[src/rtl/fir_stream_mac_if.sv]
// Stream, result and coefficient-write signals of the FIR MAC, grouped for port use.
// The slave modport is the filter; the master modport is the sample source/sink.
interface fir_stream_mac_if #(
  parameter int DATA_W = 8,
  parameter int COEF_W = 8,
  parameter int TAPS   = 8,
  parameter int OUT_W  = 16
);
  localparam int AW = $clog2(TAPS);

  logic                     i_coef_we;
  logic [AW-1:0]            i_coef_addr;
  logic signed [COEF_W-1:0] i_coef_data;
  logic                     i_valid;
  logic                     o_ready;
  logic signed [DATA_W-1:0] i_data;
  logic                     o_valid;
  logic                     i_ready;
  logic signed [OUT_W-1:0]  o_data;
  logic                     o_sat;
  logic                     o_busy;

  modport slave (
    input  i_coef_we, i_coef_addr, i_coef_data, i_valid, i_data, i_ready,
    output o_ready, o_valid, o_data, o_sat, o_busy
  );

  modport master (
    output i_coef_we, i_coef_addr, i_coef_data, i_valid, i_data, i_ready,
    input  o_ready, o_valid, o_data, o_sat, o_busy
  );
endinterface

[src/rtl/fir_stream_mac.sv]
// Streaming FIR: one product per cycle over a TAPS-deep delay line, followed by a
// round-half-up arithmetic shift and saturation to OUT_W. All outputs are registered.
module fir_stream_mac #(
  parameter int DATA_W = 8,
  parameter int COEF_W = 8,
  parameter int TAPS   = 8,
  parameter int OUT_W  = 16,
  parameter int SHIFT  = 0
) (
  input  logic i_clk,
  input  logic i_rst,
  fir_stream_mac_if.slave bus
);
  localparam int AW     = $clog2(TAPS);
  localparam int ACC_W  = DATA_W + COEF_W + $clog2(TAPS);
  localparam int PROD_W = DATA_W + COEF_W;

  localparam logic signed [ACC_W:0] RND   = ((ACC_W+1)'(1) << SHIFT) >> 1;
  localparam logic signed [ACC_W:0] MAX_R = (ACC_W+1)'((longint'(1) <<< (OUT_W-1)) - longint'(1));
  localparam logic signed [ACC_W:0] MIN_R = ~MAX_R;
  localparam logic [AW-1:0]         LAST_K = AW'(TAPS-1);

  typedef enum logic [1:0] {ST_IDLE, ST_MAC, ST_OUT} state_t;

  state_t                   state;
  logic signed [DATA_W-1:0] x [TAPS];
  logic signed [COEF_W-1:0] c [TAPS];
  logic signed [ACC_W-1:0]  acc;
  logic [AW-1:0]            k;
  logic                     ready_q;
  logic                     valid_q;
  logic                     busy_q;
  logic signed [OUT_W-1:0]  data_q;
  logic                     sat_q;

  logic signed [PROD_W-1:0] prod;
  logic signed [ACC_W-1:0]  acc_sum;
  logic signed [ACC_W:0]    rnd_sum;
  logic signed [ACC_W:0]    r;
  logic signed [OUT_W-1:0]  sat_val;
  logic                     sat_flag;
  logic                     addr_ok;

  assign addr_ok = int'(bus.i_coef_addr) < TAPS;

  // Final accumulation, rounding and clipping are computed from the last product
  // so the result registers load on the same edge as the k=TAPS-1 MAC step.
  always_comb begin
    prod     = x[k] * c[k];
    acc_sum  = acc + ACC_W'(prod);
    rnd_sum  = (ACC_W+1)'(acc_sum) + RND;
    r        = rnd_sum >>> SHIFT;
    sat_flag = 1'b0;
    sat_val  = OUT_W'(r);
    if (r > MAX_R) begin
      sat_val  = {1'b0, {(OUT_W-1){1'b1}}};
      sat_flag = 1'b1;
    end else if (r < MIN_R) begin
      sat_val  = {1'b1, {(OUT_W-1){1'b0}}};
      sat_flag = 1'b1;
    end
  end

  always_ff @(posedge i_clk) begin
    if (i_rst) begin
      state   <= ST_IDLE;
      acc     <= '0;
      k       <= '0;
      ready_q <= 1'b1;
      valid_q <= 1'b0;
      busy_q  <= 1'b0;
      data_q  <= '0;
      sat_q   <= 1'b0;
      for (int unsigned i = 0; i < TAPS; i++) begin
        x[i] <= '0;
        c[i] <= '0;
      end
    end else begin
      if (bus.i_coef_we && state != ST_MAC && addr_ok)
        c[bus.i_coef_addr] <= bus.i_coef_data;

      case (state)
        ST_IDLE: begin
          if (bus.i_valid) begin
            for (int unsigned i = 1; i < TAPS; i++)
              x[i] <= x[i-1];
            x[0]    <= bus.i_data;
            acc     <= '0;
            k       <= '0;
            ready_q <= 1'b0;
            busy_q  <= 1'b1;
            state   <= ST_MAC;
          end
        end
        ST_MAC: begin
          acc <= acc_sum;
          k   <= k + AW'(1);
          if (k == LAST_K) begin
            data_q  <= sat_val;
            sat_q   <= sat_flag;
            valid_q <= 1'b1;
            busy_q  <= 1'b0;
            state   <= ST_OUT;
          end
        end
        ST_OUT: begin
          if (bus.i_ready) begin
            valid_q <= 1'b0;
            ready_q <= 1'b1;
            state   <= ST_IDLE;
          end
        end
        default: begin
          state   <= ST_IDLE;
          ready_q <= 1'b1;
          valid_q <= 1'b0;
          busy_q  <= 1'b0;
        end
      endcase
    end
  end

  assign bus.o_ready = ready_q;
  assign bus.o_valid = valid_q;
  assign bus.o_busy  = busy_q;
  assign bus.o_data  = data_q;
  assign bus.o_sat   = sat_q;
endmodule

[src/flat_wrapper.sv]
// flat-port wrapper written by rule: the top's interface ports become plain ports
module fir_stream_mac_flat 
#(
  parameter int DATA_W = 8,
  parameter int COEF_W = 8,
  parameter int TAPS   = 8,
  parameter int OUT_W  = 16,
  parameter int SHIFT  = 0
)
  (i_clk, i_rst, bus_i_coef_we, bus_i_coef_addr, bus_i_coef_data, bus_i_valid, bus_i_data, bus_i_ready, bus_o_ready, bus_o_valid, bus_o_data, bus_o_sat, bus_o_busy);
  fir_stream_mac_if #(.DATA_W(DATA_W), .COEF_W(COEF_W), .TAPS(TAPS), .OUT_W(OUT_W)) bus_i ();
  input  logic i_clk;
  input  logic i_rst;
  input wire logic [$bits(bus_i.i_coef_we)-1:0] bus_i_coef_we;
  input wire logic [$bits(bus_i.i_coef_addr)-1:0] bus_i_coef_addr;
  input wire logic [$bits(bus_i.i_coef_data)-1:0] bus_i_coef_data;
  input wire logic [$bits(bus_i.i_valid)-1:0] bus_i_valid;
  input wire logic [$bits(bus_i.i_data)-1:0] bus_i_data;
  input wire logic [$bits(bus_i.i_ready)-1:0] bus_i_ready;
  output wire logic [$bits(bus_i.o_ready)-1:0] bus_o_ready;
  output wire logic [$bits(bus_i.o_valid)-1:0] bus_o_valid;
  output wire logic [$bits(bus_i.o_data)-1:0] bus_o_data;
  output wire logic [$bits(bus_i.o_sat)-1:0] bus_o_sat;
  output wire logic [$bits(bus_i.o_busy)-1:0] bus_o_busy;
  assign bus_i.i_coef_we = bus_i_coef_we;
  assign bus_i.i_coef_addr = bus_i_coef_addr;
  assign bus_i.i_coef_data = bus_i_coef_data;
  assign bus_i.i_valid = bus_i_valid;
  assign bus_i.i_data = bus_i_data;
  assign bus_i.i_ready = bus_i_ready;
  assign bus_o_ready = bus_i.o_ready;
  assign bus_o_valid = bus_i.o_valid;
  assign bus_o_data = bus_i.o_data;
  assign bus_o_sat = bus_i.o_sat;
  assign bus_o_busy = bus_i.o_busy;
  fir_stream_mac #(.DATA_W(DATA_W), .COEF_W(COEF_W), .TAPS(TAPS), .OUT_W(OUT_W), .SHIFT(SHIFT)) u_core (.i_clk(i_clk), .i_rst(i_rst), .bus(bus_i));
endmodule
[config.mk]
export PLATFORM = sky130hd
export DESIGN_NAME = fir_stream_mac_flat
export DESIGN_NICKNAME = d
export VERILOG_FILES = /design/src/rtl/fir_stream_mac_if.sv /design/src/rtl/fir_stream_mac.sv /design/src/flat_wrapper.sv
export SDC_FILE = /design/constraint.sdc
export NUM_CORES = 1
export LEC_CHECK = 0
export ABC_AREA = 1
export BUFFER_PORTS_ARGS = -buffer_cell sky130_fd_sc_hd__buf_2
export CAP_MARGIN = 0
export CELL_PAD_IN_SITES_DETAIL_PLACEMENT = 0
export CELL_PAD_IN_SITES_GLOBAL_PLACEMENT = 1
export CORE_AREA = 2 2 160 162
export CTS_BUF_LIST = sky130_fd_sc_hd__clkbuf_4
export CTS_CLUSTER_DIAMETER = 80
export DETAILED_ROUTE_END_ITERATION = 10
export DIE_AREA = 0 0 162 164
export GPL_ROUTABILITY_DRIVEN = 0
export PLACE_DENSITY = 0.8
export SKIP_CTS_REPAIR_TIMING = 1
export SYNTH_ARGS = -nofsm -noshare
export SYNTH_HDL_FRONTEND = slang
export SYNTH_SLANG_ARGS = --single-unit
[constraint.sdc]
create_clock -name i_clk -period 11.1 [get_ports i_clk]
set_input_delay 3.33 -clock i_clk [delete_from_list [all_inputs] [get_ports i_clk]]
set_output_delay 3.33 -clock i_clk [all_outputs]
set_load 0.05 [all_outputs]
==> results.yml <==
outcome:
  status: "finished clean"
yosys:
  synth.avg_cell_area_um2: 8.68
  ys.flop_type: "edfxtp_1"
  async_flop_share: 0
  synth_area_leaders: "edfxtp_1, fa_1, dfxtp_1, inv_1, nand2_1"
  yosys-top-cells-count: "inv_1, nand2_1, nor2_1"
  synth_top_area_cell: "edfxtp_1"
  post_synth_num_cell_types: 37
  synth.most_common_cell: "inv_1"
  ys_seq_area_frac: 0.417
  ys_warn_count: 0
  syn_inst: 1277
  ys_seq_elements: 175
  synth_nets: 1431
  synthesis.area_mm2: 0.0111
  synth_top_area_share: 0.304
  synth_edf_count: 112
floorplanning:
  die_h_um: 164
  rows: 58
  design.core.area_mm2: 0.0248
  start_util: 0.446
  dieArea_mm2: 0.0266
  die-width_um: 162
  ios: 44
layout:
  fin_area_mm2: 0.0119
  nFillCells: 2439
  areaGrowthSynthToFinish_pct: 7.45
  drive_above_1_share: 0.0787
  nets: 1463
placed_design:
  io_buffers: 43
  pre_cts_slack_ps: 3550
  hpwl_mm: 18.6
  placed_area_mm2: 0.0116
route:
  route.detailed.drc: 0
  wl_per_cell_um: 15.5
  final_antenna_net_count: 0
  drt-initial-drc-count: 621
  vias_per_cell: 5.02
  drt_wl_total_mm: 25.7
  dr.pass1.iters: 5
  num_vias: 8292
clock_tree:
  cts_tree: "done"
  cts_max_path_buffers: 2
  htree_levels: 4
  cts_sinks: 175
  cts-root-buf: "clkbuf_4"
  clkLatencyLatePin_ps: 600
  numCtsBuffers: 17
  clk_pin_slew_ps: 170
setup_path:
  rr_endpoint: "u_core.bus.o_data[12]$_SDFFE_PP0P_"
  worstPathArrival_ps: 8130
  crit_fanout: 33
  worstSetupStartpointType: "flop"
  r2r_slack_ps: 3500
  worstSetupPathType: "flop to flop"
  rr_worst_depth: 26
  worstSetupEndpointType: "flop"
  critPathRequiredTime_ps: 11630
hold_path:
  hold_depth: 2
  hold_class: "flop to flop"
  hp-start: "u_core.bus.o_ready$_SDFFE_PP1P_"
  worstHoldEndpoint: "u_core.bus.o_ready$_SDFFE_PP1P_"
global_routing:
  first_global_vias: 8272
  grt.total_usage: 0.206
  grt_first_pass_wirelength_mm: 42.4
  grt_max_degree: 66
  antenna_found_initial: 1
  grt_overflow_total: 0
sta:
  min_period_ps: 7600
  relSlewSlack: 0.233
  worst_slack_ps: 3500
  rsz0062_at_grt: "false"
  tightest_slew_ps: 1150
  hold_violations: 0
  holdWs_ps: 463
  setup_viol: 0
  post-route-period-util: 0.685
  finClkSkew_ps: 37.7
  max_freq_mhz: 132
  finalMaxSlewViolations: 0
  fin_tns_setup_ps: 0
flow_run:
  cap_viol_max_count: 0
power:
  p_leak_nw: 5.54
  peakVddDrop_uv: 178
  power.density_mw_per_mm2: 254
[metal layers]
| layer | wire length (µm) | up-vias | GRT usage |
|---|---|---|---|
| li1 | - | 4086 | - |
| met1 | 11900 | 3978 | 0.284 |
| met2 | 12000 | 193 | 0.333 |
| met3 | 1280 | 35 | 0.0361 |
| met4 | 497 | 0 | 0.0640 |
| met5 | 0 | - | 0 |
[cell usage in the layout (no fill, tap or decap), types with 2 or more instances in the layout]
| cell type | Yosys | layout |
|---|---|---|
| a21oi_1 | 78 | 78 |
| a21oi_4 | 2 | 2 |
| buf_2 | 14 | 43 |
| buf_4 | 2 | 9 |
| clkbuf_4 | 0 | 17 |
| clkinv_1 | 1 | 2 |
| clkinv_8 | 0 | 4 |
| clkinvlp_4 | 0 | 3 |
| dfxtp_1 | 63 | 62 |
| edfxtp_1 | 112 | 112 |
| fa_1 | 84 | 84 |
| ha_1 | 46 | 46 |
| inv_1 | 233 | 233 |
| inv_4 | 2 | 2 |
| inv_6 | 0 | 2 |
| inv_8 | 0 | 3 |
| nand2_1 | 217 | 215 |
| nand2_2 | 7 | 9 |
| nand3_1 | 25 | 25 |
| nand3_2 | 3 | 3 |
| nand4_1 | 4 | 4 |
| nor2_1 | 205 | 204 |
| nor2_2 | 1 | 2 |
| nor3_1 | 3 | 3 |
| o21a_1 | 4 | 4 |
| o21ai_0 | 90 | 90 |
| o21ai_1 | 11 | 11 |
| o21bai_1 | 2 | 2 |
| o22ai_1 | 23 | 23 |
| xnor2_1 | 8 | 8 |
| xor2_1 | 6 | 6 |
[kinds of logic (layout without fill, tap and decap cells)]
family / after synthesis / in the layout / share of synthesized area
simple gates: 469 / 469 / 0.168
buf+inv: 276 / 321 / 0.0967
compound gates: 213 / 213 / 0.103
flops: 175 / 175 / 0.417
fa+ha+maj: 130 / 130 / 0.204
xor+xnor: 14 / 14 / 0.0111
other cells: 0 / 1 / 0
[per-stage QoR]
stage,cells,total power [mW],utilization
finish,1653,3.03,0.480
global route,1653,3.35,0.480
CTS,1652,3.05,0.480
detailed placement,1620,2.66,0.468
global placement,1620,2.65,0.468
floorplan,1277,2.21,-
[worst max-delay path: stages, from the launching register on]
cell     delay (ps)
dfxtp_1         330
buf_4           240
inv_1           850
o21ai_0         220
o22ai_1         180
inv_1            60
o21ai_1         470
inv_1            80
nor2_1          880
fa_1            590
fa_1            510
inv_1            50
fa_1            530
inv_1            50
fa_1            430
ha_1            300
ha_1            350
nand2_1         140
nor2_1          170
nand3_1         170
nand3_1         130
nand2_1          50
nand2_1          90
nand3_1         180
nand2_2         220
nand2_1         100
a21oi_1         150
[cell type report]
type	instances	area, µm²	area share
multi-input cells	826	5390	0.453
clock inverters	15	168	0.0141
repair buffers	52	283	0.0238
flip-flops and latches	175	4630	0.389
inverters	237	895	0.0752
clock buffers	17	128	0.0107
diodes	1	2.50	0.000210
well taps	330	413	0.0347
[sequential cells by signal, summed over array words and instances (netlist names), named ones only]
register,cells
u_core.c,64
u_core.x,64
u_core.acc,19
u_core.bus.o_data,16
u_core.k,3
u_core.state,2
u_core.bus.o_busy,1
u_core.bus.o_ready,1
u_core.bus.o_sat,1
u_core.bus.o_valid,1
[where the power goes]
part           internal [mW]  leakage, nW  total (mW)  switching [mW]
Sequential             0.735         1.70       0.756          0.0207
Combinational          0.654         3.70        1.90            1.24
Clock                  0.104        0.146       0.374           0.270
Total                   1.49         5.54        3.03            1.54
[how the worst max path moves through the flow]
stage	from	endpoint	slack, ps
after global routing	flop	u_core.bus.o_data[13]$_SDFFE_PP0P_	2710
after global placement	flop	u_core.bus.o_data[12]$_SDFFE_PP0P_	3780
after CTS	flop	u_core.bus.o_data[4]$_SDFFE_PP0P_	3470
after floorplan	flop	u_core.bus.o_sat$_SDFFE_PP0P_	4730
after detailed placement	flop	u_core.bus.o_data[12]$_SDFFE_PP0P_	3550
final	flop	u_core.bus.o_data[12]$_SDFFE_PP0P_	3500
Note: power is estimated with default switching activity, not from simulation.
